<file path="config.mk">
export PLATFORM = sky130hd
export DESIGN_NAME = wasm_rom_loader
export DESIGN_NICKNAME = d
export VERILOG_FILES = /design/src/rtl/wasm_rom_loader.sv
export SDC_FILE = /design/constraint.sdc
export NUM_CORES = 1
export LEC_CHECK = 0
export BUFFER_PORTS_ARGS = -buffer_cell sky130_fd_sc_hd__buf_2
export CAP_MARGIN = 15
export CORE_ASPECT_RATIO = 1.5
export CORE_MARGIN = 2
export CORE_UTILIZATION = 46
export DETAILED_ROUTE_END_ITERATION = 7
export PLACE_DENSITY = 0.87
export SYNTH_ARGS = -nofsm -noshare
export SYNTH_HDL_FRONTEND = slang
export SYNTH_SLANG_ARGS = --single-unit
</file>
<file path="constraint.sdc">
create_clock -name clk -period 1.8 [get_ports clk]
set_clock_uncertainty 0.05 [all_clocks]
set_input_delay 0.18 -clock clk [delete_from_list [all_inputs] [get_ports clk]]
set_output_delay 0.18 -clock clk [all_outputs]
set_load 0.02 [all_outputs]
</file>
<file path="src/rtl/wasm_rom_loader.sv">
// Streams a WebAssembly image into program ROM and holds the CPU in reset until it lands.
// Header validation is enabled by defining WASM_ROM_LOADER_HEADER_CHECK_EN.
module wasm_rom_loader #(
    parameter int ROM_ADDR = 4
) (
    input  logic                clk,
    input  logic                reset,
    input  logic [7:0]          in_data,
    input  logic                in_valid,
    input  logic                in_last,
    output logic                in_ready,
    output logic                mem_we,
    output logic [ROM_ADDR-1:0] mem_addr,
    output logic [7:0]          mem_wdata,
    output logic                cpu_reset,
    output logic                done,
    output logic [2:0]          error,
    output logic [ROM_ADDR:0]   length
);

    typedef enum logic [1:0] {
        S_HEADER,
        S_BODY,
        S_DONE,
        S_ERROR
    } state_t;

    localparam logic [ROM_ADDR:0] CAP = {1'b1, {ROM_ADDR{1'b0}}};

`ifdef WASM_ROM_LOADER_HEADER_CHECK_EN
    localparam state_t START = S_HEADER;
`else
    localparam state_t START = S_BODY;
`endif

    state_t              state, state_n;
    logic [ROM_ADDR:0]   length_n;
    logic [2:0]          error_n;
    logic                we_n;
    logic [ROM_ADDR-1:0] addr_n;
    logic [7:0]          wdata_n;
    logic                cpu_reset_q, cpu_reset_n;
    logic                accept;

`ifdef WASM_ROM_LOADER_HEADER_CHECK_EN
    logic [2:0] hdr_cnt, hdr_cnt_n;

    function automatic logic [7:0] hdr_byte(input logic [2:0] idx);
        case (idx)
            3'd0:    hdr_byte = 8'h00;
            3'd1:    hdr_byte = 8'h61;
            3'd2:    hdr_byte = 8'h73;
            3'd3:    hdr_byte = 8'h6D;
            3'd4:    hdr_byte = 8'h01;
            default: hdr_byte = 8'h00;
        endcase
    endfunction
`endif

    assign in_ready  = !reset && (state == S_HEADER || state == S_BODY);
    assign accept    = in_valid && in_ready;
    assign done      = !reset && (state == S_DONE);
    assign cpu_reset = reset || cpu_reset_q;

    always_comb begin
        state_n     = state;
        length_n    = length;
        error_n     = error;
        we_n        = 1'b0;
        addr_n      = mem_addr;
        wdata_n     = mem_wdata;
        // Released one cycle after DONE is entered, i.e. after the final write pulse.
        cpu_reset_n = (state != S_DONE);
`ifdef WASM_ROM_LOADER_HEADER_CHECK_EN
        hdr_cnt_n   = hdr_cnt;
`endif
        if (accept) begin
            case (state)
`ifdef WASM_ROM_LOADER_HEADER_CHECK_EN
                S_HEADER: begin
                    if (in_data != hdr_byte(hdr_cnt)) begin
                        state_n = S_ERROR;
                        error_n = hdr_cnt[2] ? 3'd2 : 3'd1;
                    end else if (in_last && hdr_cnt != 3'd7) begin
                        state_n = S_ERROR;
                        error_n = 3'd4;
                    end else if (hdr_cnt == 3'd7) begin
                        state_n = in_last ? S_DONE : S_BODY;
                    end else begin
                        hdr_cnt_n = hdr_cnt + 3'd1;
                    end
                end
`endif
                S_BODY: begin
                    if (length == CAP) begin
                        state_n = S_ERROR;
                        error_n = 3'd3;
                    end else begin
                        we_n     = 1'b1;
                        addr_n   = length[ROM_ADDR-1:0];
                        wdata_n  = in_data;
                        length_n = length + 1'b1;
                        if (in_last) state_n = S_DONE;
                    end
                end
                default: ;
            endcase
        end
    end

    always_ff @(posedge clk) begin
        if (reset) begin
            state       <= START;
            length      <= '0;
            error       <= 3'd0;
            mem_we      <= 1'b0;
            mem_addr    <= '0;
            mem_wdata   <= 8'h00;
            cpu_reset_q <= 1'b1;
        end else begin
            state       <= state_n;
            length      <= length_n;
            error       <= error_n;
            mem_we      <= we_n;
            mem_addr    <= addr_n;
            mem_wdata   <= wdata_n;
            cpu_reset_q <= cpu_reset_n;
        end
    end

`ifdef WASM_ROM_LOADER_HEADER_CHECK_EN
    always_ff @(posedge clk) begin
        if (reset) hdr_cnt <= 3'd0;
        else       hdr_cnt <= hdr_cnt_n;
    end
`endif

endmodule
</file>
# Word-level counts from Yosys, hierarchy flattened
# Index checks and enable logic that the tools add are counted.
# classes
add_sub_neg	1
reduce_logical	12
bitwise	3
n_mux	3
eq_ne	4
# ops
op	n
$reduce_and A3 Y1	3
$add A5 B1 Y5 const B	1
$eq A5 B5 Y1 const B	1
$mux W2	2
$logic_and A1 B1 Y1	3
$not A1 Y1	3
$reduce_or A3 Y1	1
$eq A2 B1 Y1 const B	1
$eq A2 B2 Y1 const B	1
$logic_not A2 Y1	1
$logic_or A1 B1 Y1	2
$ne A2 B2 Y1 const B	1
$reduce_bool A2 Y1	1
$logic_not A1 Y1	1
$mux W1	1
# totals
in_bits	12
word_cells	30
regBits	22
output_inout_bits	24

# Longest topological paths before layout
# Gate-level depths: netlist of run 1.
# depth
ltp_word	6
depth_mapped	6
depth_no_buf	5

# Worst setup path after synthesis of run 1
# Ideal clock, no wire load.
# synth_path
path_type	reg-to-reg
start	reg length[0]
end	reg length[0]
path_buffers	1
arrival_time_ps	1411
stages_incl_launch_ff	7
path_slack_ps	207
t_required_ps	1618
period_less_slack_ps	1593
setup_ps	132
path_cell_list	dfxtp_1 -> inv_1 -> ha_1 -> and4bb_2 -> buf_2 -> o21ai_0 -> a21oi_1
# synth_between
elab_chain_cells	3
elab_cells_between_ends	4
cone_classes	add/sub (1); eq/ne (1); bitwise (1); reduce/logical (1)
# synth_lines
item	line	text
start, declared	18	output logic [ROM_ADDR:0] length
start signal, assigned	122	length <= length_n;
parallel branches: the longest is 3 deep, another holds $add A5 B1 Y5	-	
# Several ways; the timed one is not identified.
# A chain may end at the register's enable or synchronous reset.

# Worst setup path after layout of run 1
# layout_path
start	reg length[1]
end	reg mem_wdata[4]
# layout_between
elab_chain_cells	3
# layout_lines
item	line	text
$eq A5 B5 Y1	95	if (length == CAP) begin
$not A1 Y1 (no line)	-	
$reduce_and A3 Y1 (no line)	-	
end signal, assigned	126	mem_wdata <= wdata_n;
end, declared	14	output logic [7:0] mem_wdata,
# Every way passes these cells.

==> qor.log, run 1 <==
[timing] number of failing setup endpoints in the final timing report 0
[worst_setup_path] start of the worst register-to-register path length[1]
[logic_synthesis] Seq cells post-synth 22
[cts] TritonCTS clock tree yes
[floorplanning] Core Area 0.00185 mm2
[timing] upper clock frequency limit 627 MHz
[pwr] static power due to leakage 0.494 nW
[drt] routed vias 856
[worst_setup_path] nature of the critical path endpoint flip-flop
[timing] Least-Margin Pin Slew 547 ps
[logic_synthesis] Synth area leader sky130_fd_sc_hd__dfxtp_1
[floorplanning] num ports 36
[cts] Max H-tree Level 1
[floorplanning] Die Y 58.8 um
[grt] maximum number of pins on one net before global-route repair 19
[timing] unrepaired setup endpoints after global routing false
[timing] TNS Setup 0 ps
[hold_path] worst hold path class in2reg
[final_layout] final non-filler cell area 0.00112 mm2
[cts] Sinks on Clock Net 22
[worst_setup_path] slowest cell delay on critical path 460 ps
[cts] Max clock buf depth 2
[run] reported max-cap violation count 0
[final_layout] share of post-route cells with drive strength above 1 32.3%
[hold_path] HP Start in_data[5]
[logic_synthesis] leading cell types by total area after synthesis sky130_fd_sc_hd__dfxtp_1 (48%), sky130_fd_sc_hd__a21oi_1 (7.6%), sky130_fd_sc_hd__nand3_1 (7.6%), sky130_fd_sc_hd__o21ai_0 (7.1%), sky130_fd_sc_hd__buf_4 (3.3%)
[final_layout] signed area change from the synthesized netlist to the final layout 21.3%
[logic_synthesis] synthesized instance count 102
[floorplanning] starting density of the core 49.7%
[place] post-placement cell area 0.00108 mm2
[drt] initial DRC count 19
[drt] average wire length per cell after detail routing 12.7 um
[drt] remaining routing DRC violations 0
[logic_synthesis] count of yosys warnings during synthesis 0
[final_layout] Reg area 440 um2
[worst_setup_path] cell class contributing the biggest share of worst-path delay simple AND/OR/NAND/NOR gates
[logic_synthesis] total nets after synthesis 116
[pwr] switching fraction of total power 26.1%
[final_layout] number of filler cells placed in the layout 164
[worst_setup_path] Worst setup SP type flip-flop
[final_layout] Final Net Count 148
[drt] Max Used Layer met4
[floorplanning] Die Wd 40.5 um
[grt] GR Util All Layers 19.1%
[final_layout] non-filler cells in the finished layout 154
[worst_setup_path] worst-path cell chain inv_1 -> ha_1 -> nand4bb_1 -> nand3_1 -> a21oi_1
[place] placer congestion estimate 0.724
[cts] number of CTS-inserted buffers 3
[logic_synthesis] mean instance size in the synthesized netlist 9.03 um2
[final_layout] Ant. Diodes 0
[pwr] sequential power share 56.8%
[timing] final critical delay including setup and external delays 1590 ps
[drt] sum of routed wire length over all layers 1.95 mm
[floorplanning] standard-cell row count 19
[logic_synthesis] share of Yosys cell area claimed by the top area cell type 47.8%
[cts] CTS-repair resized insts 0
[drt] first-pass iteration count of the detailed router 4
[final_layout] multi-input combinational cell area 403 um2
[cts] clock slew seen by the registers of the worst setup and hold paths 120 ps
[timing] Final Cycle Share 88.6%
[grt] first-pass GRT wire length 3.28 mm
[worst_setup_path] start point of the critical path length[1]
[logic_synthesis] cell area after synthesis 921 um2
[worst_setup_path] Max FO, Critical Path 13
[logic_synthesis] number of different library cells in the post-synthesis netlist 26
[worst_setup_path] worst setup path category reg2reg
[pwr] relative contribution of combinational cells to total power 12.5%
[drt] metal1 wirelength 868 um
[cts] number of hold-repair buffers added at the cts stage 0
[place] half-perimeter wire length after placement 1.38 mm
[pwr] part of the power in the clock network 30.7%
[timing] Max Transition Viols Final 0
[pwr] total power 0.908 mW
[worst_setup_path] data required time at the worst endpoint 1970 ps
[grt] antenna violations before repair 0
[drt] met3 WL post-DR 141 um
[place] count of placed standard cells including taps 150
[final_layout] leading cell type in the layout, fill and taps excluded sky130_fd_sc_hd__buf_2
[worst_setup_path] WP buf/inv 1
[place] IO buf count 34
[worst_setup_path] data arrival time of the critical path 1760 ps
[timing] worst slew slack as a fraction of its limit 63.4%
[grt] via count of the first global-routing pass 799
[cts] source-to-sink clock delay at the later pin of the worst-skew pair 320 ps
[pwr] Power per Cell Area 813 mW/mm2
[logic_synthesis] sequential share of the synthesized area 47.8%
[cts] root buffer selected by CTS sky130_fd_sc_hd__clkbuf_4
[cts] post-CTS setup repair buffer count 0
[drt] via/cell ratio 5.56
[pwr] Peak supply drop 0.497 mV
[pwr] total internal power 0.672 mW
[worst_setup_path] cell type of the slowest stage on the worst timing path sky130_fd_sc_hd__nand4bb_1
[floorplanning] Total Die Area 0.00238 mm2
[pwr] Switching Power 0.237 mW
[timing] number of hold violations in the final report 0
[final_layout] most frequent cells in the layout sky130_fd_sc_hd__buf_2 (34), sky130_fd_sc_hd__dfxtp_1 (22), sky130_fd_sc_hd__nand3_1 (14), sky130_fd_sc_hd__a21oi_1 (14), sky130_fd_sc_hd__o21ai_0 (13)
[run_status] outcome completed
[drt] Routed Antenna Nets 0
[drt] met2 layer wire length in the routed design 901 um
[grt] overflow left after global routing 0
path summary, 6_finish.rpt:
kind                        to  slack (ps)  cells past startpoint
setup reg to reg  mem_wdata[4]         210                      5
hold reg to reg   mem_wdata[0]         430                      2
hold / removal    mem_wdata[5]          40                      3
setup / recovery  mem_wdata[4]         210                      5
state kept, by name, indices dropped and copies added (netlist names):
register	flops
mem_wdata	8
length	5
mem_addr	4
state	2
cpu_reset_q	1
error	1
mem_we	1
cells in the mapped netlist, drive strengths merged:
library cell and instances:
dfxtp 22, a21oi 14, nand3 14, o21ai 14, inv 7, buf 6, clkbuf 3, nor2 3
and4bb 2, ha 2, nand4bb 2, o32ai 2, or3 2, a211o 1, a221o 1, conb 1
mux2i 1, nand2 1, nand2b 1, nand4 1, o31ai 1, or2 1
logic make-up after synthesis:
logic type      Yosys count  share of synthesized area (%)
mux                       1                           1.09
simple gates             27                           19.6
buf+inv                  16                           8.42
fa+ha+maj                 2                           2.72
other cells               1                          0.407
flops                    22                           47.8
compound gates           33                           20.0
power by group through the flow:
stage	sequential (mW)	clock (mW)	combinational, mW
after floorplan	0.544	0	0.0571
after global placement	0.526	0	0.111
after detailed placement	0.527	0	0.114
after CTS	0.516	0.279	0.114
after global routing	0.519	0.292	0.126
final	0.516	0.279	0.113
worst register-to-register path, stage by stage (launching register included):
cell	delay, ps
sky130_fd_sc_hd__dfxtp_1	380
sky130_fd_sc_hd__inv_1	100
sky130_fd_sc_hd__ha_1	160
sky130_fd_sc_hd__nand4bb_1	460
sky130_fd_sc_hd__nand3_1	260
sky130_fd_sc_hd__a21oi_1	90
per-layer routing:
layer	vias up	global-route usage, %
met1	394	25.4
met3	5	2.64
met4	0	8.57
met2	35	29.7
li1	422	-
met5	-	0
per-stage QoR:
step / util [%] / setup WS [ps] / hold slack [ps]
after floorplan: - / 207 / 249
after global placement: 58.3 / 273 / 391
after detailed placement: 58.3 / 237 / 393
after CTS: 60.3 / 213 / 55.0
after global routing: 60.3 / 41.6 / 53.0
final: 60.3 / 205 / 44.1
cell type report:
class | instances | area share (%)
multi-input combinational | 64 | 36.1
inverter | 7 | 2.35
sequential | 22 | 39.4
clock buffer | 4 | 3.25
tap | 21 | 2.35
timing repair buffer | 36 | 16.6
(Power assumes the default switching activity.)
==> run 2, diff against run 1 <==
--- a/config.mk
+++ b/config.mk
@@ -9,9 +9,9 @@
 export CAP_MARGIN = 15
 export CORE_ASPECT_RATIO = 1.5
 export CORE_MARGIN = 2
-export CORE_UTILIZATION = 46
+export CORE_UTILIZATION = 40
 export DETAILED_ROUTE_END_ITERATION = 7
-export PLACE_DENSITY = 0.87
+export PLACE_DENSITY = 0.79
 export SYNTH_ARGS = -nofsm -noshare
 export SYNTH_HDL_FRONTEND = slang
 export SYNTH_SLANG_ARGS = --single-unit
==> run 2 against run 1 <==
Net effect:
- die area up 14%
- largest cell class unchanged
- sequential share of layout area up 0.40 points
- cell count up 0.65%
- combinational power about the same
- largest power group unchanged
- via count up 0.35%
- highest routed layer unchanged
- sequential cell count unchanged
- first-iteration DRC count down 11%
- wire length up 5.8%
==> qor.log, run 2 (synthesis results as in run 1) <==
[timing] worst slew slack as a fraction of its limit 65.0%
[worst_setup_path] cell type of the slowest stage on the worst timing path sky130_fd_sc_hd__dfxtp_1
[worst_setup_path] cell class contributing the biggest share of worst-path delay simple AND/OR/NAND/NOR gates
[timing] number of hold violations in the final report 0
[cts] CTS-repair resized insts 0
[grt] overflow left after global routing 0
[cts] number of CTS-inserted buffers 3
[worst_setup_path] worst reg2reg path endpoint mem_addr[2]
[cts] number of hold-repair buffers added at the cts stage 0
[timing] Max Transition Viols Final 0
[grt] via count of the first global-routing pass 765
[timing] final critical delay including setup and external delays 1630 ps
[worst_setup_path] length in cells of the worst reg-to-reg path 5
[timing] Least-Margin Pin Slew 521 ps
[grt] first-pass GRT wire length 3.36 mm
[final_layout] share of post-route cells with drive strength above 1 31.8%
[worst_setup_path] worst-path cell chain inv_1 -> ha_1 -> and4bb_2 -> nor2_1 -> o32ai_1
[timing] Final Cycle Share 90.8%
[final_layout] Largest Register mem_wdata
[final_layout] signed area change from the synthesized netlist to the final layout 20.1%
[drt] average wire length per cell after detail routing 13.3 um
[cts] Sinks on Clock Net 22
[drt] remaining routing DRC violations 0
[run_status] outcome completed
[drt] routed vias 859
[final_layout] share of the core filled with cells 50.1%
[pwr] Power per Cell Area 766 mW/mm2
[cts] clock slew seen by the registers of the worst setup and hold paths 110 ps
[final_layout] Ant. Diodes 0
[final_layout] Final Net Count 148
[worst_setup_path] Max FO, Critical Path 15
[floorplanning] standard-cell row count 21
[worst_setup_path] start point of the critical path length[0]
[place] post-placement cell area 0.00108 mm2
[timing] unrepaired setup endpoints after global routing false
[cts] post-CTS setup repair buffer count 0
[grt] GR Util All Layers 16.0%
[worst_setup_path] start of the worst register-to-register path length[0]
[grt] antenna violations before repair 0
[cts] root buffer selected by CTS sky130_fd_sc_hd__clkbuf_4
[hold_path] worst hold path class in2reg
[hold_path] HP Start in_data[0]
[pwr] static power due to leakage 0.487 nW
[worst_setup_path] Worst setup SP type flip-flop
[worst_setup_path] data arrival time of the critical path 1780 ps
[run] reported max-cap violation count 0
[drt] via/cell ratio 5.54
[cts] source-to-sink clock delay at the later pin of the worst-skew pair 300 ps
[floorplanning] Die Y 62.8 um
[cts] Max H-tree Level 1
[place] IO buf count 34
[worst_setup_path] data required time at the worst endpoint 1940 ps
[floorplanning] Core Area 0.00221 mm2
[timing] number of failing setup endpoints in the final timing report 0
[timing] TNS Setup 0 ps
[pwr] total power 0.847 mW
[worst_setup_path] nature of the critical path endpoint flip-flop
[floorplanning] Total Die Area 0.00271 mm2
[worst_setup_path] Worst setup endpoint mem_addr[2]
[worst_setup_path] WP buf/inv 1
[worst_setup_path] slowest cell delay on critical path 440 ps
[pwr] Peak supply drop 0.515 mV
[worst_setup_path] critical path depth in cells 5
[final_layout] largest registers in the final layout mem_wdata: 8 flops, length: 5 flops, mem_addr: 4 flops
[place] placer congestion estimate 0.817
[cts] Max clock buf depth 2
[drt] sum of routed wire length over all layers 2.07 mm
[final_layout] Largest register FFs 8
[final_layout] leading cell type in the layout, fill and taps excluded sky130_fd_sc_hd__buf_2
[final_layout] final non-filler cell area 0.00111 mm2
[worst_setup_path] worst setup path category reg2reg
[drt] first-pass iteration count of the detailed router 4
[cts] TritonCTS clock tree yes
[final_layout] non-filler cells in the finished layout 155
[grt] maximum number of pins on one net before global-route repair 21
[timing] upper clock frequency limit 612 MHz
[floorplanning] num ports 36
[place] half-perimeter wire length after placement 1.48 mm
[floorplanning] starting density of the core 41.7%
[place] count of placed standard cells including taps 152
[final_layout] most frequent cells in the layout sky130_fd_sc_hd__buf_2 (34), sky130_fd_sc_hd__dfxtp_1 (22), sky130_fd_sc_hd__nand3_1 (14), sky130_fd_sc_hd__a21oi_1 (14), sky130_fd_sc_hd__o21ai_0 (13)
[worst_setup_path] Register-to-Register Setup Slack 170 ps
[floorplanning] Die Wd 43.2 um
[drt] initial DRC count 17
[drt] Routed Antenna Nets 0
run 2: routing by layer:
metal,part of all wire [%],up-vias,global-route usage (%),wire length (um)
met3,5.5,5,2.02,114
met4,1.9,0,7.95,39
met5,0,-,0,0
met2,52,27,27.1,1080
li1,-,420,-,-
met1,40,407,19.1,837
run 2: stage by stage:
stage | hold WS [ps] | setup slack [ps]
floorplan | 249 | 207
global placement | 387 | 266
detailed placement | 390 | 216
CTS | 59.3 | 184
global route | 67.3 | 62.9
finish | 60.5 | 165
run 2: report_power, final:
group | internal (mW) | switching [mW]
sequential | 0.504 | 0.0125
clock | 0.0783 | 0.139
combinational | 0.0435 | 0.0705
run 2: worst min-delay path by stage:
stage / to / cells after the start
3_5_place_dp: mem_wdata[7] / 3
3_3_place_gp: mem_wdata[4] / 3
5_1_grt: mem_wdata[0] / 3
4_1_cts: mem_wdata[7] / 3
6_report: mem_wdata[0] / 3
2_1_floorplan: cpu_reset_q / 1
run 2: worst min-delay path: cells and delay by family:
kind	cells	cell delay, ps
AOI/OAI and AO/OA	1	50
buffers and inverters	1	100
and+or+nand+nor	1	50
run 2: area by class of cell:
class	instances	area, um2
Inverter	7	26.3
Timing Repair Buffer	36	185
Tap cell	23	28.8
Clock buffer	3	22.5
Fill cell	227	1100
Sequential cell	22	440
Multi-Input combinational cell	64	403
